===== src/rtl/fir_result_drain.sv =====
// Drains DATA_NUM FIR results from the result RAM onto a valid/ready stream with last flag.
// Optional FIR_DRAIN_CHECKSUM_EN adds a 32-bit sum of the drained samples on checksum_o.
module fir_result_drain #(
    parameter int DATA_NUM   = 65536,
    parameter int DATA_WIDTH = 16,
    parameter int ADDR_WIDTH = 16
) (
    input  logic                  clk,
    input  logic                  rst,
    input  logic                  start_i,
    output logic                  mem_rd_en_o,
    output logic [ADDR_WIDTH-1:0] mem_addr_o,
    input  logic [DATA_WIDTH-1:0] mem_din_i,
    output logic [DATA_WIDTH-1:0] m_data_o,
    output logic                  m_valid_o,
    input  logic                  m_ready_i,
    output logic                  m_last_o,
    output logic                  busy_o,
    output logic                  done_o,
    output logic [31:0]           checksum_o,
    output logic [1:0]            dbg_state
);

    localparam int CNT_W = ADDR_WIDTH + 1;
    localparam logic [CNT_W-1:0] NUM      = CNT_W'(DATA_NUM);
    localparam logic [CNT_W-1:0] LAST_IDX = CNT_W'(DATA_NUM - 1);

    typedef enum logic [1:0] {
        S_IDLE = 2'd0,
        S_RUN  = 2'd1,
        S_DONE = 2'd2
    } state_t;

    state_t                state, state_nxt;
    logic                  start_d;
    logic                  start_edge;
    logic [CNT_W-1:0]      rd_cnt;
    logic [CNT_W-1:0]      out_cnt;
    logic                  inflight;
    logic [DATA_WIDTH-1:0] fifo_mem [2];
    logic                  wr_ptr;
    logic                  rd_ptr;
    logic [1:0]            fifo_cnt;
    logic                  push;
    logic                  pop;
    logic                  issue;
    logic                  final_hs;
    logic [2:0]            credit;

    // Stream handshake: a sample transfers in any cycle where m_valid_o and m_ready_i
    // are both high; m_valid_o and m_data_o never change while waiting for m_ready_i.
    assign start_edge = start_i & ~start_d;
    assign m_valid_o  = (fifo_cnt != 2'd0);
    assign m_data_o   = fifo_mem[rd_ptr];
    assign pop        = m_valid_o & m_ready_i;
    assign push       = inflight;
    assign m_last_o   = m_valid_o & (out_cnt == LAST_IDX);
    assign final_hs   = pop & m_last_o;

    // Slots already spoken for once this cycle's pop leaves; the read issued now lands
    // in the FIFO two cycles later, so at most one may be outstanding beyond the FIFO.
    assign credit      = {1'b0, fifo_cnt} + {2'b00, inflight} - {2'b00, pop};
    assign issue       = (state == S_RUN) && (rd_cnt < NUM) && (credit < 3'd2);
    assign mem_rd_en_o = issue;
    assign mem_addr_o  = rd_cnt[ADDR_WIDTH-1:0];
    assign busy_o      = (state != S_IDLE);
    assign done_o      = (state == S_DONE);
    assign dbg_state   = state;

    always_comb begin
        state_nxt = state;
        case (state)
            S_IDLE:  if (start_edge) state_nxt = S_RUN;
            S_RUN:   if (final_hs) state_nxt = S_DONE;
            S_DONE:  state_nxt = S_IDLE;
            default: state_nxt = S_IDLE;
        endcase
    end

    always_ff @(posedge clk) begin
        if (rst) begin
            state       <= S_IDLE;
            start_d     <= 1'b0;
            rd_cnt      <= '0;
            out_cnt     <= '0;
            inflight    <= 1'b0;
            wr_ptr      <= 1'b0;
            rd_ptr      <= 1'b0;
            fifo_cnt    <= 2'd0;
            fifo_mem[0] <= '0;
            fifo_mem[1] <= '0;
        end else begin
            state    <= state_nxt;
            start_d  <= start_i;
            inflight <= issue;
            fifo_cnt <= fifo_cnt + {1'b0, push} - {1'b0, pop};
            if (issue) rd_cnt <= rd_cnt + CNT_W'(1);
            if (pop) begin
                out_cnt <= out_cnt + CNT_W'(1);
                rd_ptr  <= ~rd_ptr;
            end
            if (push) begin
                fifo_mem[wr_ptr] <= mem_din_i;
                wr_ptr           <= ~wr_ptr;
            end
            if (state == S_DONE) begin
                rd_cnt  <= '0;
                out_cnt <= '0;
            end
        end
    end

`ifdef FIR_DRAIN_CHECKSUM_EN
    logic [31:0] acc;

    // The last sample is folded in directly so checksum_o lands together with done_o.
    always_ff @(posedge clk) begin
        if (rst) begin
            acc        <= 32'h0;
            checksum_o <= 32'h0;
        end else begin
            if (state == S_IDLE && start_edge) acc <= 32'h0;
            else if (pop) acc <= acc + 32'(m_data_o);
            if (final_hs) checksum_o <= acc + 32'(m_data_o);
        end
    end
`else
    assign checksum_o = 32'h0;
`endif

endmodule


===== config.mk =====
export PLATFORM = sky130hd
export DESIGN_NAME = fir_result_drain
export DESIGN_NICKNAME = d
export VERILOG_FILES = /design/src/rtl/fir_result_drain.sv
export SDC_FILE = /design/constraint.sdc
export NUM_CORES = 1
export LEC_CHECK = 0
export CAP_MARGIN = 40
export CORE_AREA = 4 4 104 106
export CTS_CLUSTER_SIZE = 12
export DETAILED_ROUTE_END_ITERATION = 12
export DIE_AREA = 0 0 108 110
export PLACE_DENSITY = 0.73
export SYNTH_ARGS = -nofsm -noshare
export SYNTH_HDL_FRONTEND = slang
export SYNTH_SLANG_ARGS = --single-unit

===== constraint.sdc =====
create_clock -name clk -period 5.15 [get_ports clk]
set_input_delay 0.515 -clock clk [delete_from_list [all_inputs] [get_ports clk]]
set_output_delay 0.515 -clock clk [all_outputs]
set_load 0.02 [all_outputs]

==> run_results.csv <==
group,metric,value,unit
outcome,status,"finished clean",
die,core_area,0.00977,mm²
clock_tree,cts.clk_slew.worst_paths,80,ps
hold_path,holdCritStartpoint,"out_cnt[15]$_SDFFE_PP0P_",
cells_and_area,fin_area,0.00438,mm²
timing,fmax,0.236,GHz
global_routing,track_usage,12.6,%
clock_tree,cts_tree,"built",
setup_path,critPathCaptureType,"primary output",
timing,setup_violations,0,
clock_tree,clock-sinks,75,
cells_and_area,syn_to_final_growth,18.2,%
setup_path,r2r_setup_slack,1640,ps
timing,finalCritPeriodShare,82.2,%
placement,gp_congestion,0.846,
drt,drc_errors,0,
clock_tree,hold_buffers,0,
synthesis,synth-main-ff-cell,"dfxtp_1",
timing,finalWorstSetupSlack,918,ps
setup_path,cp.required,4640,ps
drt,ant_nets,0,
synthesis,synth_cell_type_count,43,
power,ir_worst_vdd,0.156,mV
synthesis,netlist_instances,358,
global_routing,antenna_found_initial,0,
placement,place_inst,527,
setup_path,crit_arrival,3720,ps
clock_tree,post_cts.repair.setup_buffers,0,
die,die_y,110,µm
drt,wl_per_cell,13.5,µm
clock_tree,clk_path_buf_depth,2,
timing,hold_viol_final,0,
synthesis,yosysSeqAreaShare,49.2,%
setup_path,crit_fanout,9,
cells_and_area,post-route-util,44.8,%
cells_and_area,instances_no_fill,543,
synthesis,netlist_top_cells_area,"edfxtp_1 (26%), dfxtp_1 (23%), buf_4 (9.7%), and2_1 (5.6%), mux2_2 (4.9%)",
global_routing,grt_start_max_net_pins,18,
synthesis,synth_top_cell_by_area,"edfxtp_1",
run,drv_cap,0,
die,ios,91,
synthesis,synth_common_cells,"buf_4 (48), dfxtp_1 (43), and2_1 (33)",
synthesis,yosysMostFrequentCell,"buf_4",
timing,fin_skew,6.99,ps
global_routing,grt_pass1_wl,11800,µm
cells_and_area,drive_gt1_share,10.7,%
clock_tree,cts-root-buf,"clkbuf_8",
synthesis,syn_avg_cell_area,10.3,µm²
timing,rsz0062_at_grt,"false",
synthesis,yosysTopAreaCellShare,25.9,%
clock_tree,cts_resized,0,
hold_path,min_to,"out_cnt[15]$_SDFFE_PP0P_",
die,initial_core_util,37.9,%
drt,firstDrtPassIters,4,
placement,place_area,0.00420,mm²
synthesis,syn_area,0.00370,mm²
setup_path,timing.rr.end,"rd_cnt[11]$_SDFFE_PP0P_",
die,rows,36,
drt,drtIter0Drc,164,
synthesis,yosys_warnings,0,
global_routing,grt_pass1_vias,2440,
setup_path,rr_worst_depth,10,
hold_path,holdPathStages,2,
die,die_width,108,µm
drt,vias_per_cell,4.66,
power,powerDensity,341,mW/mm²
clock_tree,cts_buffers,9,
timing,fin_setup_tns,0,ps
synthesis,async_flop_share,0,%
timing,worstMarginPinSlew,730,ps
cells_and_area,nets,431,
synthesis,synth_edf_count,32,
cells_and_area,fillers,911,
timing,maxSlewViolCount,0,
setup_path,start_kind,"input pin",
cells_and_area,diodes,0,
synthesis,synth_seq_cells,75,
drt,vias,2533,
timing,relSlewSlack,51.3,%
global_routing,overflow,0,
drt,finalWirelength,7340,µm
timing,fin_crit,4230,ps
placement,hpwl,5260,µm
setup_path,reg2reg_from,"fifo_cnt[1]$_SDFF_PP0_",
power,p_leak,1.60,nW
placement,port_buffers,58,
setup_path,critPathKind,"input pin to primary output",
clock_tree,htreeDepth,3,
die,fp.dieArea,0.0119,mm²
clock_tree,worstSkewPairLatency,350,ps
placement,dp_slack,927,ps
hold_path,hold_path_class,"register to register",
cells by family (layout without fill, tap and decap cells):
family,count (synthesis),after routing,share of synthesized area (%)
xor gates and xnor gates,17,17,4.22
DFF,75,75,49.2
AOI/OAI and AO/OA,35,35,5.78
muxes,16,16,4.86
other,1,32,0.101
and+or+nand+nor,137,137,21.4
adders and majority gates,6,6,2.23
buffers and inverters,71,92,12.3
registers in the layout, indices dropped and copies added (netlist names), named ones only:
signal / count
rd_ptr: 1
rd_cnt: 17
fifo_mem: 32
start_d: 1
inflight: 1
wr_ptr: 1
dbg_state: 2
fifo_cnt: 2
out_cnt: 17
through the flow:
step / hold slack, ps / power, mW
global placement: 466 / 1.08
CTS: 492 / 1.51
global route: 524 / 1.57
floorplan: 458 / 0.966
finish: 491 / 1.49
detailed placement: 480 / 1.09
power breakdown:
group          leakage (nW)  internal (mW)  total [mW]  switching (mW)
registers             0.680          0.669       0.712          0.0427
clock network        0.0886          0.182       0.419           0.237
logic                 0.829          0.170       0.362           0.192
layout make-up:
cell class | count | area (µm²) | share of cell area, %
clock buffer | 9 | 124 | 2.83
clock inverter | 7 | 57.6 | 1.32
inverter | 14 | 52.6 | 1.20
multi-input combinational | 243 | 1540 | 35.3
sequential | 75 | 1820 | 41.6
tap | 133 | 166 | 3.80
timing repair buffer | 62 | 611 | 14.0
critical path: stages:
cell and delay (ps):
clkdlybuf4s50_1 430, o21ai_1 260, inv_2 180, ha_1 310, inv_1 40, ha_1 180
fa_1 490, nor4b_4 420, nand2_1 200, inv_1 90, clkdlybuf4s50_1 600
cells in the final DEF, fill, tap and decap left out, drive strengths merged, types with 7 or more instances in the layout:
cell type	Yosys	layout
edfxtp	32	32
clkdlybuf4s50	0	58
o21ai	7	7
xnor2	10	10
nand3	12	12
inv	14	18
clkbuf	6	9
conb	1	32
a21oi	14	14
mux2	16	16
and2	33	33
nand2	20	20
nand4	8	8
nor2	20	20
or3	8	8
dfxtp	43	43
xor2	7	7
or4	11	11
how the worst max path moves through the flow:
stage	startpoint	to	slack, ps	cells past startpoint
global placement	m_ready_i	mem_rd_en_o	980	11
global route	m_ready_i	mem_rd_en_o	670	11
floorplan	m_ready_i	rd_cnt[13]$_SDFFE_PP0P_	1950	11
finish	m_ready_i	mem_rd_en_o	920	11
CTS	m_ready_i	mem_rd_en_o	900	11
detailed placement	m_ready_i	mem_rd_en_o	930	11
routing by layer:
metal | global-route usage, % | vias to the layer above | wire length (µm)
met2 | 21.6 | 65 | 3500
met1 | 15.4 | 1195 | 3300
met3 | 2.97 | 11 | 406
li1 | - | 1262 | -
met4 | 5.23 | 0 | 129
met5 | 0 | - | 0
(Power assumes the default switching activity.)
==> variant 1: new RTL, same settings <==
Set the parameter `DATA_NUM` to 32768 (it was 65536).
--- a/src/rtl/fir_result_drain.sv
+++ b/src/rtl/fir_result_drain.sv
@@ -1,7 +1,7 @@
 // Drains DATA_NUM FIR results from the result RAM onto a valid/ready stream with last flag.
 // Optional FIR_DRAIN_CHECKSUM_EN adds a 32-bit sum of the drained samples on checksum_o.
 module fir_result_drain #(
-    parameter int DATA_NUM   = 65536,
+    parameter int DATA_NUM   = 32768,
     parameter int DATA_WIDTH = 16,
     parameter int ADDR_WIDTH = 16
 ) (
Check against the original RTL: same outputs for any inputs over 10 cycles, from zero or initial values and one cycle with rst high; that may be too few to reach the edited logic, so the function may still have changed.
==> variant 1 against the original RTL <==
  * Sequential power is 3% higher
  * Setup slack worse by 150 ps
  * Total power is 7.8% higher
  * Wire length is 0.72% lower
  * Area after synthesis is 0.78% lower
  * Sequential cell count stayed put
  * Sequential share of layout area is 0.30 points higher
  * Core utilization is 0.32 points lower
  * Final area is 0.71% lower
  * Critical endpoint unchanged
  * Largest power group unchanged
==> variant 1: results (changes against the original RTL) <==
Clock tree
  • Clock Path Buffers: 2 (unchanged)
  • Cts bufs inserted: 9 (unchanged)
  • PostCTS Resize Cnt: 0 (unchanged)
  • Reg clk slew, reported paths: 80 ps (about the same)
  • Worst skew pair latency: between 300 and 400 ps

Finish
  • Nonclk buf count: 60 (-3.2%)
  • Layout cell share with drive strength beyond 1: 10.45% (-0.28 points)
  • Nonclk inv count: 10 (-4)
  • Regs by FF count: fifo_mem: 32 flops, out_cnt: 17 flops, rd_cnt: 17 flops
  • P&R area growth vs syn: 18.25% (about the same)
  • Diodes inserted: 0 (unchanged)
  • Filler Cell Count: 926 (+1.6%)
  • #MultiIn Comb: 241 (-0.82%)
  • Non-clock buffering overhead: 13.71% (-0.25 points)
  • Multi-input gate area: 0.001524 sq mm (-1.3%)
  • Max reg flops: 32 (unchanged)
  • Layout clock area frac: 4.607% (+0.46 points)
  • Fin nets: 422 (-2.1%)

Worst setup path
  • Largest stage delay, worst path: 640 ps (+40 ps)
  • Crit path max fanout: 15 (+6)

Global routing
  • First-pass GRT wire length: 11630 um (-1.8%)
  • Largest net degree at the start of global routing: 32 (+14)
  • Global Route Usage Sum: 12.55% (-0.10 points)
  • Met2 usage in global routing: 20.83% (-0.80 points)
  • Grt met1 use: 15.23% (-0.16 points)
  • Vias in the first global route: 2432 (-0.33%)
  • M3 GR Usage: 5.067% (+2.1 points)

Power and ir drop
  • Internal power: 1.106 mW (+8.2%)
  • Seq. pwr: 0.730 mW (+3%)
  • Leakage: 1.594 nW (-0.19%)
  • Power Density: 370.5 mW/mm^2 (+8.6%)
  • Sw Pwr: 0.5045 mW (+7.0%)
  • VDD IR max: 0.1417 mV (-9.1%)

Timing
  • Slew headroom: 47.80% (-3.5 points)
  • Fin Clk Skew: 6.344 ps (-0.6484 ps)

Placed design
  • Post-DP Area: 0.004145 sq mm (-1.2%)
  • Placed insts: 519 (-1.5%)
  • Half-perimeter wire length after placement: 5157 um (-2.0%)
  • Routability congestion estimate: 0.7345 (-13%)
  • Pre-CTS setup slack: 809.1 ps (-117.5 ps)

Synthesis
  • Post-synth top cells: buf_4, dfxtp_1, and2_1
  • Synth cell types: 40 (-7.0%)
  • Number of synthesized flops with an enable pin: 32 (unchanged)
  • Post-Syn Instances: 355 (-0.84%)
  • Ys async rst share: 0% (unchanged)
  • Synth top area cells: edfxtp_1, dfxtp_1, buf_4
  • Seq cells post-synth: 75 (unchanged)
  • Sequential share of the synthesized area: 49.57% (+0.39 points)

Detailed routing
  • Starting DRT DRC Count: 140 (-15%)
  • Post-detailed-route via-to-cell ratio: 4.652 (-0.27%)
  • Final WL: 7284 um (-0.72%)
  • DR vias: 2489 (-1.7%)

Outcome
  • Status: complete, no violations
-- variant 1: kinds of logic (layout without fill, tap and decap cells) --
kind of cell	after synthesis	after routing	synth area share (%)
compound gates	39	39	6.674
xor+xnor	17	17	4.052
fa+ha+maj	5	5	1.907
buf+inv	70	86	12.12
flops	75	75	49.57
mux	17	17	5.175
other cells	1	32	0.1020
simple gates	131	131	20.40
-- variant 1: path summary, 6_finish.rpt --
check	startpoint	end	slack [ps]	depth (start not counted)
worst max-delay path	m_ready_i	mem_rd_en_o	770	10
worst min-delay path	rd_cnt[16]	rd_cnt[16]	470	1
worst min register to register	rd_cnt[16]	rd_cnt[16]	470	1
worst max register to register	fifo_cnt[1]	rd_cnt[9]	1890	9
-- variant 1: per-layer routing --
metal  vias to the layer above  wire (um)
li1                       1245          -
met4                         0         59
met5                         -          0
met3                         5        685
met1                      1166       3080
met2                        73       3459
==> variant 2: new RTL, same flow settings <==
Made on the original files. Put one more register stage on the output `dbg_state`, cleared by the reset. The value now appears one clock later. The other outputs are not delayed to match.
--- a/src/rtl/fir_result_drain.sv
+++ b/src/rtl/fir_result_drain.sv
@@ -65,7 +65,13 @@
     assign mem_addr_o  = rd_cnt[ADDR_WIDTH-1:0];
     assign busy_o      = (state != S_IDLE);
     assign done_o      = (state == S_DONE);
-    assign dbg_state   = state;
+    always_ff @(posedge clk) begin
+        if (rst) begin
+            dbg_state <= '0;
+        end else begin
+            dbg_state <= state;
+        end
+    end
 
     always_comb begin
         state_nxt = state;
Behaviour: not the same (Yosys sat finds a counterexample within 4 cycles, from zero or initial values and one cycle with rst high).
==> variant 2 against the original RTL <==
  * Sequential cell count grew 2
  * Area after synthesis grew 1.2%
  * Final area grew 2.1%
  * Setup slack lost 100 ps
  * Wire length shrank 0.15%
  * Total power grew 18%
  * Sequential share of layout area is essentially flat
  * Die area is the same
  * Sequential power grew 5.8%
  * Critical endpoint unchanged
==> variant 2: results (changes against the original RTL) <==
Outcome
  • Status: complete, no violations

Placed design
  • Placed insts: 531 (+0.76%)
  • Pre-CTS setup slack: 788.1 ps (-138.5 ps)
  • Post-DP Area: 0.004230 sq mm (+0.84%)

Detailed routing
  • Starting DRT DRC Count: 89 (-46%)
  • Post-detailed-route via-to-cell ratio: 4.629 (-0.77%)
  • WL/cell: 13.39 um (-0.88%)

Global routing
  • First-pass GRT wire length: 11830 um (-0.18%)
  • Vias in the first global route: 2470 (+1.2%)
  • Global Route Usage Sum: 12.88% (+0.23 points)

Finish
  • Post-Layout Cell Count: 547 (+0.74%)
  • Layout cell share with drive strength beyond 1: 9.420% (-1.3 points)
  • Fin nets: 435 (+0.93%)

Power and ir drop
  • Leakage: 1.605 nW (+0.50%)
  • VDD IR max: 0.1528 mV (-1.9%)

Timing
  • Fin Clk Skew: 6.947 ps (-0.04582 ps)
  • Tightest Pin Transition: 776.3 ps (+46.46 ps)

Min path
  • Hold Crit Start: out_cnt[1]

Worst setup path
  • Crit path DAT: 3820 ps (+100 ps)
  • Cell family with most CP delay: buffers and inverters

Synthesis
  • Post-Syn Instances: 367 (+2.5%)
  • Post-synth top cells: buf_4, dfxtp_1, and2_1
  • Sequential share of the synthesized area: 49.67% (+0.48 points)
  • Synth cell types: 38 (-12%)
  • Synth top area cells: edfxtp_1, dfxtp_1, buf_4
## variant 2: worst min-delay path: cells and delay by family (launching register included)
family,cells,cell delay (ps)
simple gates,1,60
compound gates,1,50
flops,1,330
## variant 2: kinds of logic after synthesis
kind of cell,share of synthesized area (%)
AO/OA/AOI/OAI,6.342
XOR/XNOR,4.206
adder cells (fa/ha/maj),2.203
buffers and inverters,12.38
flip-flops,49.67
multiplexers,4.806
other,0.1000
AND/OR/NAND/NOR,20.29
## variant 2: cell type report
cell class / count / area (sq um)
clock inverter: 7 / 113.9
sequential: 77 / 1862
inverter: 14 / 52.55
clock buffer: 9 / 123.9
multi-input combinational: 246 / 1539
timing repair buffer: 61 / 610.6
fill: 952 / 5306
tap: 133 / 166.4
## variant 2: worst paths after layout
path                                     to  slack, ps  cells past startpoint
worst max-delay path            mem_rd_en_o        810                     11
worst max register to register   rd_cnt[15]       1260                     10
worst min register to register   out_cnt[1]        490                      2
worst min-delay path             out_cnt[1]        490                      2
## variant 2: per-stage QoR
stage	hold slack (ps)	total power, mW
2_1_floorplan	451.7	1.081
3_3_place_gp	458.9	1.227
3_5_place_dp	480.3	1.241
4_1_cts	491.8	1.784
5_1_grt	513.4	1.861
6_report	490.2	1.761
## variant 2: layer usage
metal,part of all wire (%),track usage [%],up-vias
li1,-,-,1271
met1,44,15.51,1189
met2,49,21.76,68
met3,6.5,4.543,4
met4,0.63,3.877,0
met5,0,0,-
## variant 2: power by group
part	total [mW]	internal, mW	switching [mW]
clock network	0.537	0.319	0.218
logic	0.471	0.222	0.250
registers	0.753	0.698	0.0553
